===== config.mk =====
export PLATFORM = sky130hd
export DESIGN_NAME = usadd_window_ctrl
export DESIGN_NICKNAME = d
export VERILOG_FILES = /design/src/rtl/usadd_ctrl_pkg.sv /design/src/rtl/usadd_window_ctrl_lane_cnt.sv /design/src/rtl/usadd_window_ctrl.sv
export SDC_FILE = /design/constraint.sdc
export NUM_CORES = 1
export LEC_CHECK = 0
export BUFFER_PORTS_ARGS = -buffer_cell sky130_fd_sc_hd__buf_2
export CAP_MARGIN = 15
export CELL_PAD_IN_SITES_DETAIL_PLACEMENT = 1
export CELL_PAD_IN_SITES_GLOBAL_PLACEMENT = 1
export CORE_UTILIZATION = 38
export CTS_CLUSTER_DIAMETER = 200
export CTS_CLUSTER_SIZE = 14
export DETAILED_ROUTE_END_ITERATION = 10
export GPL_ROUTABILITY_DRIVEN = 0
export PLACE_DENSITY_LB_ADDON = 0.25
export REMOVE_ABC_BUFFERS = 1
export SYNTH_ARGS = -nofsm -noshare
export SYNTH_HDL_FRONTEND = slang
export SYNTH_SLANG_ARGS = --single-unit

===== constraint.sdc =====
create_clock -name iClk -period 1.65 [get_ports iClk]
set_input_delay 0.495 -clock iClk [delete_from_list [all_inputs] [get_ports iClk]]
set_output_delay 0.495 -clock iClk [all_outputs]
set_load 0.1 [all_outputs]

===== src/rtl/usadd_ctrl_pkg.sv =====
// usadd_ctrl_pkg: shared FSM encoding, default sizes and lane width helper (USADD_CTRL_BIPOLAR_EN adds a sign bit per lane)
package usadd_ctrl_pkg;

    typedef enum logic [2:0] {
        IDLE  = 3'd0,
        CLEAR = 3'd1,
        RUN   = 3'd2,
        DRAIN = 3'd3,
        DONE  = 3'd4
    } state_t;

    localparam int LANES_DEF = 4;
    localparam int LENW_DEF  = 8;

    function automatic int lane_w(input int cw);
`ifdef USADD_CTRL_BIPOLAR_EN
        return cw + 1;
`else
        return cw;
`endif
    endfunction

endpackage


===== src/rtl/usadd_window_ctrl_lane_cnt.sv =====
// usadd_lane_cnt: per-lane saturating 1s counter with sync clear; USADD_CTRL_BIPOLAR_EN converts to 2*count-len on cvt
module usadd_lane_cnt
    import usadd_ctrl_pkg::*;
#(
    parameter int CW   = 8,
    parameter int LENW = 8
) (
    input  logic                   iClk,
    input  logic                   iRstN,
    input  logic                   clr,
    input  logic                   inc,
`ifdef USADD_CTRL_BIPOLAR_EN
    input  logic                   cvt,
    input  logic [LENW-1:0]        len,
`endif
    output logic [lane_w(CW)-1:0]  value
);

    logic [CW-1:0] cnt;
    logic [CW-1:0] cnt_nx;

    // next count: clear wins, otherwise count up and stick at all-ones
    always_comb cnt_nx = clr ? '0 : (inc && cnt != '1) ? cnt + 1'b1 : cnt;

    // raw count register
    always_ff @(posedge iClk or negedge iRstN)
        if (!iRstN) cnt <= '0;
        else cnt <= cnt_nx;

`ifdef USADD_CTRL_BIPOLAR_EN
    logic [CW:0] bip;

    // signed result uses the count including the final drain sample
    always_ff @(posedge iClk or negedge iRstN)
        if (!iRstN) bip <= '0;
        else if (clr) bip <= '0;
        else if (cvt) bip <= {cnt_nx, 1'b0} - (CW+1)'(len);

    assign value = bip;
`else
    assign value = cnt;
`endif

endmodule


===== src/rtl/usadd_window_ctrl.sv =====
// usadd_window_ctrl: clears a uSADD bank, opens a len-cycle stream window and publishes per-lane 1s counts (option: USADD_CTRL_BIPOLAR_EN)
module usadd_window_ctrl
    import usadd_ctrl_pkg::*;
#(
    parameter int LANES = LANES_DEF,
    parameter int LENW  = LENW_DEF,
    parameter int CW    = LENW
) (
    input  logic                          iClk,
    input  logic                          iRstN,
    input  logic                          iStart,
    input  logic [LENW-1:0]               iLen,
    input  logic [LANES-1:0]              iC,
    output logic                          oLaneRstN,
    output logic                          oStreamEn,
    output logic                          oBusy,
    output logic                          oDone,
    output logic [LANES*lane_w(CW)-1:0]   oCount
);

    localparam int OW = lane_w(CW);

    state_t          state;
    state_t          state_nx;
    logic [LENW-1:0] len_q;
    logic [LENW-1:0] rem;
    logic            en_d1;

    // next state; start is only honoured while idle or done
    always_comb begin
        state_nx = state;
        case (state)
            IDLE:    state_nx = iStart ? CLEAR : IDLE;
            CLEAR:   state_nx = (len_q == '0) ? DONE : RUN;
            RUN:     state_nx = (rem == LENW'(1)) ? DRAIN : RUN;
            DRAIN:   state_nx = DONE;
            DONE:    state_nx = iStart ? CLEAR : IDLE;
            default: state_nx = IDLE;
        endcase
    end

    // state, window bookkeeping and registered lane controls
    always_ff @(posedge iClk or negedge iRstN)
        if (!iRstN) begin
            state     <= IDLE;
            len_q     <= '0;
            rem       <= '0;
            en_d1     <= 1'b0;
            oLaneRstN <= 1'b1;
            oStreamEn <= 1'b0;
        end else begin
            state     <= state_nx;
            if ((state == IDLE || state == DONE) && iStart) len_q <= iLen;
            rem       <= (state == CLEAR) ? len_q : (state == RUN) ? rem - 1'b1 : rem;
            en_d1     <= oStreamEn;
            oLaneRstN <= state_nx != CLEAR;
            oStreamEn <= state_nx == RUN;
        end

    assign oBusy = state != IDLE;
    assign oDone = state == DONE;

    for (genvar i = 0; i < LANES; i++) begin : g_lane
        usadd_lane_cnt #(.CW(CW), .LENW(LENW)) u_lane (
            .iClk  (iClk),
            .iRstN (iRstN),
            .clr   (state == CLEAR),
            .inc   (en_d1 & iC[i]),
`ifdef USADD_CTRL_BIPOLAR_EN
            .cvt   (state_nx == DONE),
            .len   (len_q),
`endif
            .value (oCount[i*OW +: OW])
        );
    end

endmodule


==> results of run 1 <==
[cell usage after synthesis (5+ instances only)]
cell	n
nand4_1	7
mux2_2	8
ha_1	6
and3_1	8
dfrtp_1	53
o21ai_0	7
nor3_1	10
o41ai_1	5
o311ai_0	5
nand2_1	23
a21oi_1	14
nor2_1	22
nand3_1	12
xor2_1	5
a31oi_1	5
a211oi_1	5
inv_1	8
[worst register-to-register path, cell delays in order (launching register included)]
cell     delay, ps
dfrtp_2        420
buf_4          120
buf_6          100
or3b_4         380
or4b_1         510
nand3_1        100
nand3_1         70
[report_power, final]
part | leakage (nW) | switching (mW) | internal [mW] | total (mW)
Clock | 0.0447 | 0.480 | 0.308 | 0.788
Combinational | 1.05 | 2.41 | 1.67 | 4.08
Sequential | 0.700 | 0.369 | 1.72 | 2.09
Total | 1.80 | 3.26 | 3.69 | 6.95
[path summary, 6_finish.rpt]
kind / from / to
worst max-delay path: state[1] / oBusy
worst min-delay path: iRstN / g_lane[1].u_lane.value[3]
worst max register to register: state[1] / rem[7]
worst min register to register: oStreamEn / en_d1
max in group asynchronous: iRstN / g_lane[3].u_lane.value[4]
min in group iClk: iLen[1] / len_q[1]
[routing by layer]
layer | up-vias | GRT usage [%] | routed length [um]
li1 | 1180 | - | -
met1 | 1274 | 28.1 | 3450
met2 | 55 | 36.9 | 3990
met3 | 10 | 3.46 | 263
met4 | 0 | 6.67 | 117
met5 | - | 0 | 0
[through the flow]
| stage | instances | TNS, ps | hold WS (ps) | util, % |
|---|---|---|---|---|
| after floorplan | 253 | -47040 | 199 | - |
| after global placement | 442 | -12.3 | 406 | 55.3 |
| after detailed placement | 442 | -102 | 413 | 55.3 |
| after CTS | 451 | -463 | 116 | 57.6 |
| after global routing | 456 | -3990 | 117 | 59.2 |
| final | 456 | -1710 | 111 | 59.2 |
[placed cells by master (no fill, tap or decap), types with 5 or more instances in the layout]
cell,n
a21oi_1,12
a31oi_1,5
and3_1,6
buf_12,30
buf_2,14
buf_4,51
clkbuf_8,5
dfrtp_1,50
ha_1,5
inv_1,8
mux2_2,8
nand2_1,22
nand3_1,12
nand4_1,7
nor2_1,21
nor3_1,9
o21ai_0,7
o41ai_1,5
xor2_1,5
[final cells by class]
| class | instances | area [sq um] |
|---|---|---|
| repair buffers | 99 | 1100 |
| multi-input cells | 191 | 1320 |
| clock inverters | 3 | 25.0 |
| inverters | 8 | 30.0 |
| well taps | 96 | 120 |
| fillers | 729 | 2780 |
| flip-flops and latches | 54 | 1360 |
| clock buffers | 5 | 68.8 |
[state kept, by name, summed over array words and instances, names as in the netlist]
signal	flops
en_d1	1
g_lane.u_lane.value	32
len_q	8
oLaneRstN	1
oStreamEn	1
rem	8
state	3
[kinds of logic after synthesis]
group,share of synthesized area (%)
flops,50.9
simple gates,21.6
buf+inv,2.35
fa+ha+maj,2.82
mux,4.89
xor+xnor,1.98
compound gates,15.5
[repair_timing]
action / 4_1_cts / 5_1_grt
resized for setup: 19 / 19
setup buffers: 1 / 5
pin swaps: 1 / 10
setup endpoints to repair: 13 / 19
==> qor.csv, run 1 <==
metric,value,unit
die span in x,85.6,um
RSZ-0062 raised after global routing,true,
Syn Std Cell Area,2660,sq um
CP Capture Type,primary output,
CP peak stage delay,450,ps
setup ws final,-204,ps
total core area,6790,sq um
Root Driver,clkbuf_8,
Final setup viols,30,
DP Worst Slack,-64.6,ps
CTS tree,built,
post-synth top area cell,dfrtp_1,
count of distinct cell types in the synthesized netlist,49,
minimum clock period,1850,ps
Sink Count,54,
largest net degree at the start of global routing,19,
clk_skew,11.7,ps
Num CTS Buffers,5,
Post-Synthesis Cells,260,
register-to-register setup slack,-160,ps
layout cells sized above 1,38.6,%
routed len/inst,17.1,um
leading post-synthesis cells by cell area,"dfrtp_1 50%, mux2_2 3.4%, nand2_1 3.2%",
Final Power,6.95,mW
"Hold Vio Cnt, Final",0,
final net count,380,
yosys warns,0,
pwr dens,1730,nW/um^2
Worst path slowest cell,dfrtp_2,
Worst-Margin Slew,498,ps
vias in the first global route,2525,
Leak,1.80,nW
final worst path period share,112,%
post-synthesis register bit count,54,
DRT iter0 DRCs,80,
H-tree Lvls,2,
Worst EP required,1150,ps
Routed Antenna Nets,0,
max cap viols,0,
post-synth top area share,49.9,%
"Clk Latency, worst-skew pair",320,ps
Clock Path Buffers,2,
IO Port Bufs,50,
drt total wl,7820,um
ys async rst share,100,%
DRT Pass-1 Iters,4,
cell row count,30,
kind of critical path,register to primary output,
cell family with most CP delay,flip-flops,
Starting Density,39.1,%
VDD IR max,1.30,mV
Diodes inserted,0,
initial antenna violation count,0,
syn_area_per_cell,10.2,sq um
Pins Over Slew Limit,0,
hold_buf cts,0,
GRT Overall Usage,21.6,%
CP Depth,2,
drt drc,0,
Buffers & Inverters on Critical Path,1,
area grow syn2layout,51.2,%
clock-pin slew on the worst setup and hold paths,110,ps
Hold WC Path Type,input pin to async pin,
Via density,5.52,
Worst setup SP type,register,
arrival time worst endpoint,1360,ps
Die H,85.6,um
cell area after layout,4020,sq um
DIE AREA,7340,sq um
post-detail-place hpwl,5630,um
Vias,2519,
worst-path cell chain,"or3_4, buf_12",
Achievable Freq,540,MHz
Max Fanout on Critical Path,3,
number of synthesized flops with an enable pin,0,
main flop type after synthesis,dfrtp_1,
GR Overflow Total,0,
Worst slew margin,66.5,%
status,"finished, violations left",
Ports,51,
first-pass GRT wire length,12500,um
"Cell Area, Placed",3750,sq um
sequential area share after synthesis,50.9,%
failing checks,negative setup slack,
R2R depth,6,
(Power assumes the default switching activity.)
==> run 2, diff against run 1 <==
--- a/config.mk
+++ b/config.mk
@@ -9,7 +9,7 @@
 export CAP_MARGIN = 15
 export CELL_PAD_IN_SITES_DETAIL_PLACEMENT = 1
 export CELL_PAD_IN_SITES_GLOBAL_PLACEMENT = 1
-export CORE_UTILIZATION = 38
+export CORE_UTILIZATION = 42
 export CTS_CLUSTER_DIAMETER = 200
 export CTS_CLUSTER_SIZE = 14
 export DETAILED_ROUTE_END_ITERATION = 10
==> constraint.sdc (replaced) <==
create_clock -name iClk -period 1.87 [get_ports iClk]
set_input_delay 0.561 -clock iClk [delete_from_list [all_inputs] [get_ports iClk]]
set_output_delay 0.561 -clock iClk [all_outputs]
set_load 0.1 [all_outputs]
==> qor.csv, run 2 (synthesis results as in run 1) <==
metric,value,unit
status,"finished, violations left",
failing checks,negative setup slack,
kind of critical path,register to primary output,
"Clk Latency, worst-skew pair",310,ps
cell area after layout,3270,sq um
Max Fanout on Critical Path,3,
Sink Count,54,
Ports,51,
final core utilization,54.3,%
Worst EP required,1310,ps
Via density,5.84,
"commonest non-fill, non-tap cell in the layout",dfrtp_1,
DRT iter0 DRCs,101,
arrival time worst endpoint,1310,ps
Worst slew margin,66.9,%
IO Port Bufs,50,
final net count,349,
clock-pin slew on the worst setup and hold paths,90,ps
initial antenna violation count,0,
max cap viols,0,
"Hold Vio Cnt, Final",0,
GR Layer Usage met2,40.9,%
post-route insts no fill,404,
layout cells sized above 1,28.6,%
number of flip-flops under the largest register name,32,
Root Driver,clkbuf_8,
area grow syn2layout,23.0,%
Pins Over Slew Limit,0,
die span in x,81.6,um
Starting Density,44.1,%
Leak,1.54,nW
Final setup viols,1,
R2R depth,5,
Placed Cells,391,
Fillers,710,
met3 Use GR,3.89,%
hold_ws,150,ps
final worst path period share,100,%
first-pass GRT wire length,12000,um
"Cell Area, Placed",3110,sq um
CTS tree,built,
H-tree Lvls,2,
Reg-to-Reg End,oStreamEn,
routed len/inst,17.5,um
Clock Path Buffers,2,
Achievable Freq,534,MHz
CP Capture Type,primary output,
vias in the first global route,2468,
pwr dens,1610,nW/um^2
Critical Path Start,state[2],
hold_buf cts,0,
DIE AREA,6650,sq um
RSZ-0062 raised after global routing,true,
Vias,2359,
Hold WC Path Type,input pin to async pin,
largest net degree at the start of global routing,29,
Routed Antenna Nets,0,
minimum clock period,1870,ps
total core area,6030,sq um
Worst-Margin Slew,500,ps
VDD IR max,1.09,mV
Die H,81.6,um
most frequent cells in the layout,"51 x dfrtp_1, 47 x buf_2, 23 x nand2_1, 22 x nor2_1, 16 x buf_4",
drt total wl,7060,um
TNS Setup,-4.39,ps
Worst setup SP type,register,
GRT Overall Usage,23.6,%
RR Startpoint,state[1],
gr busiest metal,met2,
Num CTS Buffers,5,
DP Worst Slack,98.6,ps
met1 GRT Util,30.7,%
DRT Pass-1 Iters,4,
Final Power,5.25,mW
register-to-register setup slack,80,ps
drt drc,0,
GR Overflow Total,0,
Diodes inserted,0,
setup ws final,-4.39,ps
cell row count,28,
clk_skew,5.28,ps
post-detail-place hpwl,5000,um
==> run 2: power breakdown <==
group,switching [mW],total [mW],internal [mW]
logic,1.89,2.70,0.814
registers,0.359,1.87,1.51
clock network,0.378,0.678,0.300
total,2.63,5.25,2.63
==> run 2: layer usage <==
| metal | part of all wire (%) | up-vias |
|---|---|---|
| li1 | - | 1123 |
| met1 | 45 | 1185 |
| met2 | 51 | 47 |
| met3 | 3.5 | 4 |
| met4 | 0.61 | 0 |
| met5 | 0 | - |
==> run 2: what timing repair did <==
item	CTS	global route
pin swaps	0	1
resized for setup	7	3
gates cloned	0	0
setup endpoints to repair	1	5
buffers inserted	3	2
==> run 2: critical path, stage by stage, from the launching register on <==
cell and delay, ps:
dfrtp_2 430, or3_4 400, buf_12 170
==> run 2: cell type report <==
type                            count  area, sq um  share of cell area [%]
Inverter                            8         30.0                   0.918
Multi-Input combinational cell    191         1260                    38.4
Clock inverter                      1         5.00                   0.153
Timing Repair Buffer               68          443                    13.5
Sequential cell                    54         1360                    41.4
Clock buffer                        7         86.3                    2.64
Tap cell                           75         93.8                    2.87
==> run 2: worst max path at each step <==
stage                   to  slack [ps]  cells after the start
finish               oBusy          -4                      2
global route         oBusy         -30                      2
CTS                  oBusy          -3                      2
global placement    rem[7]         160                      4
detailed placement  rem[7]         100                      4
floorplan           rem[3]       -1390                      4
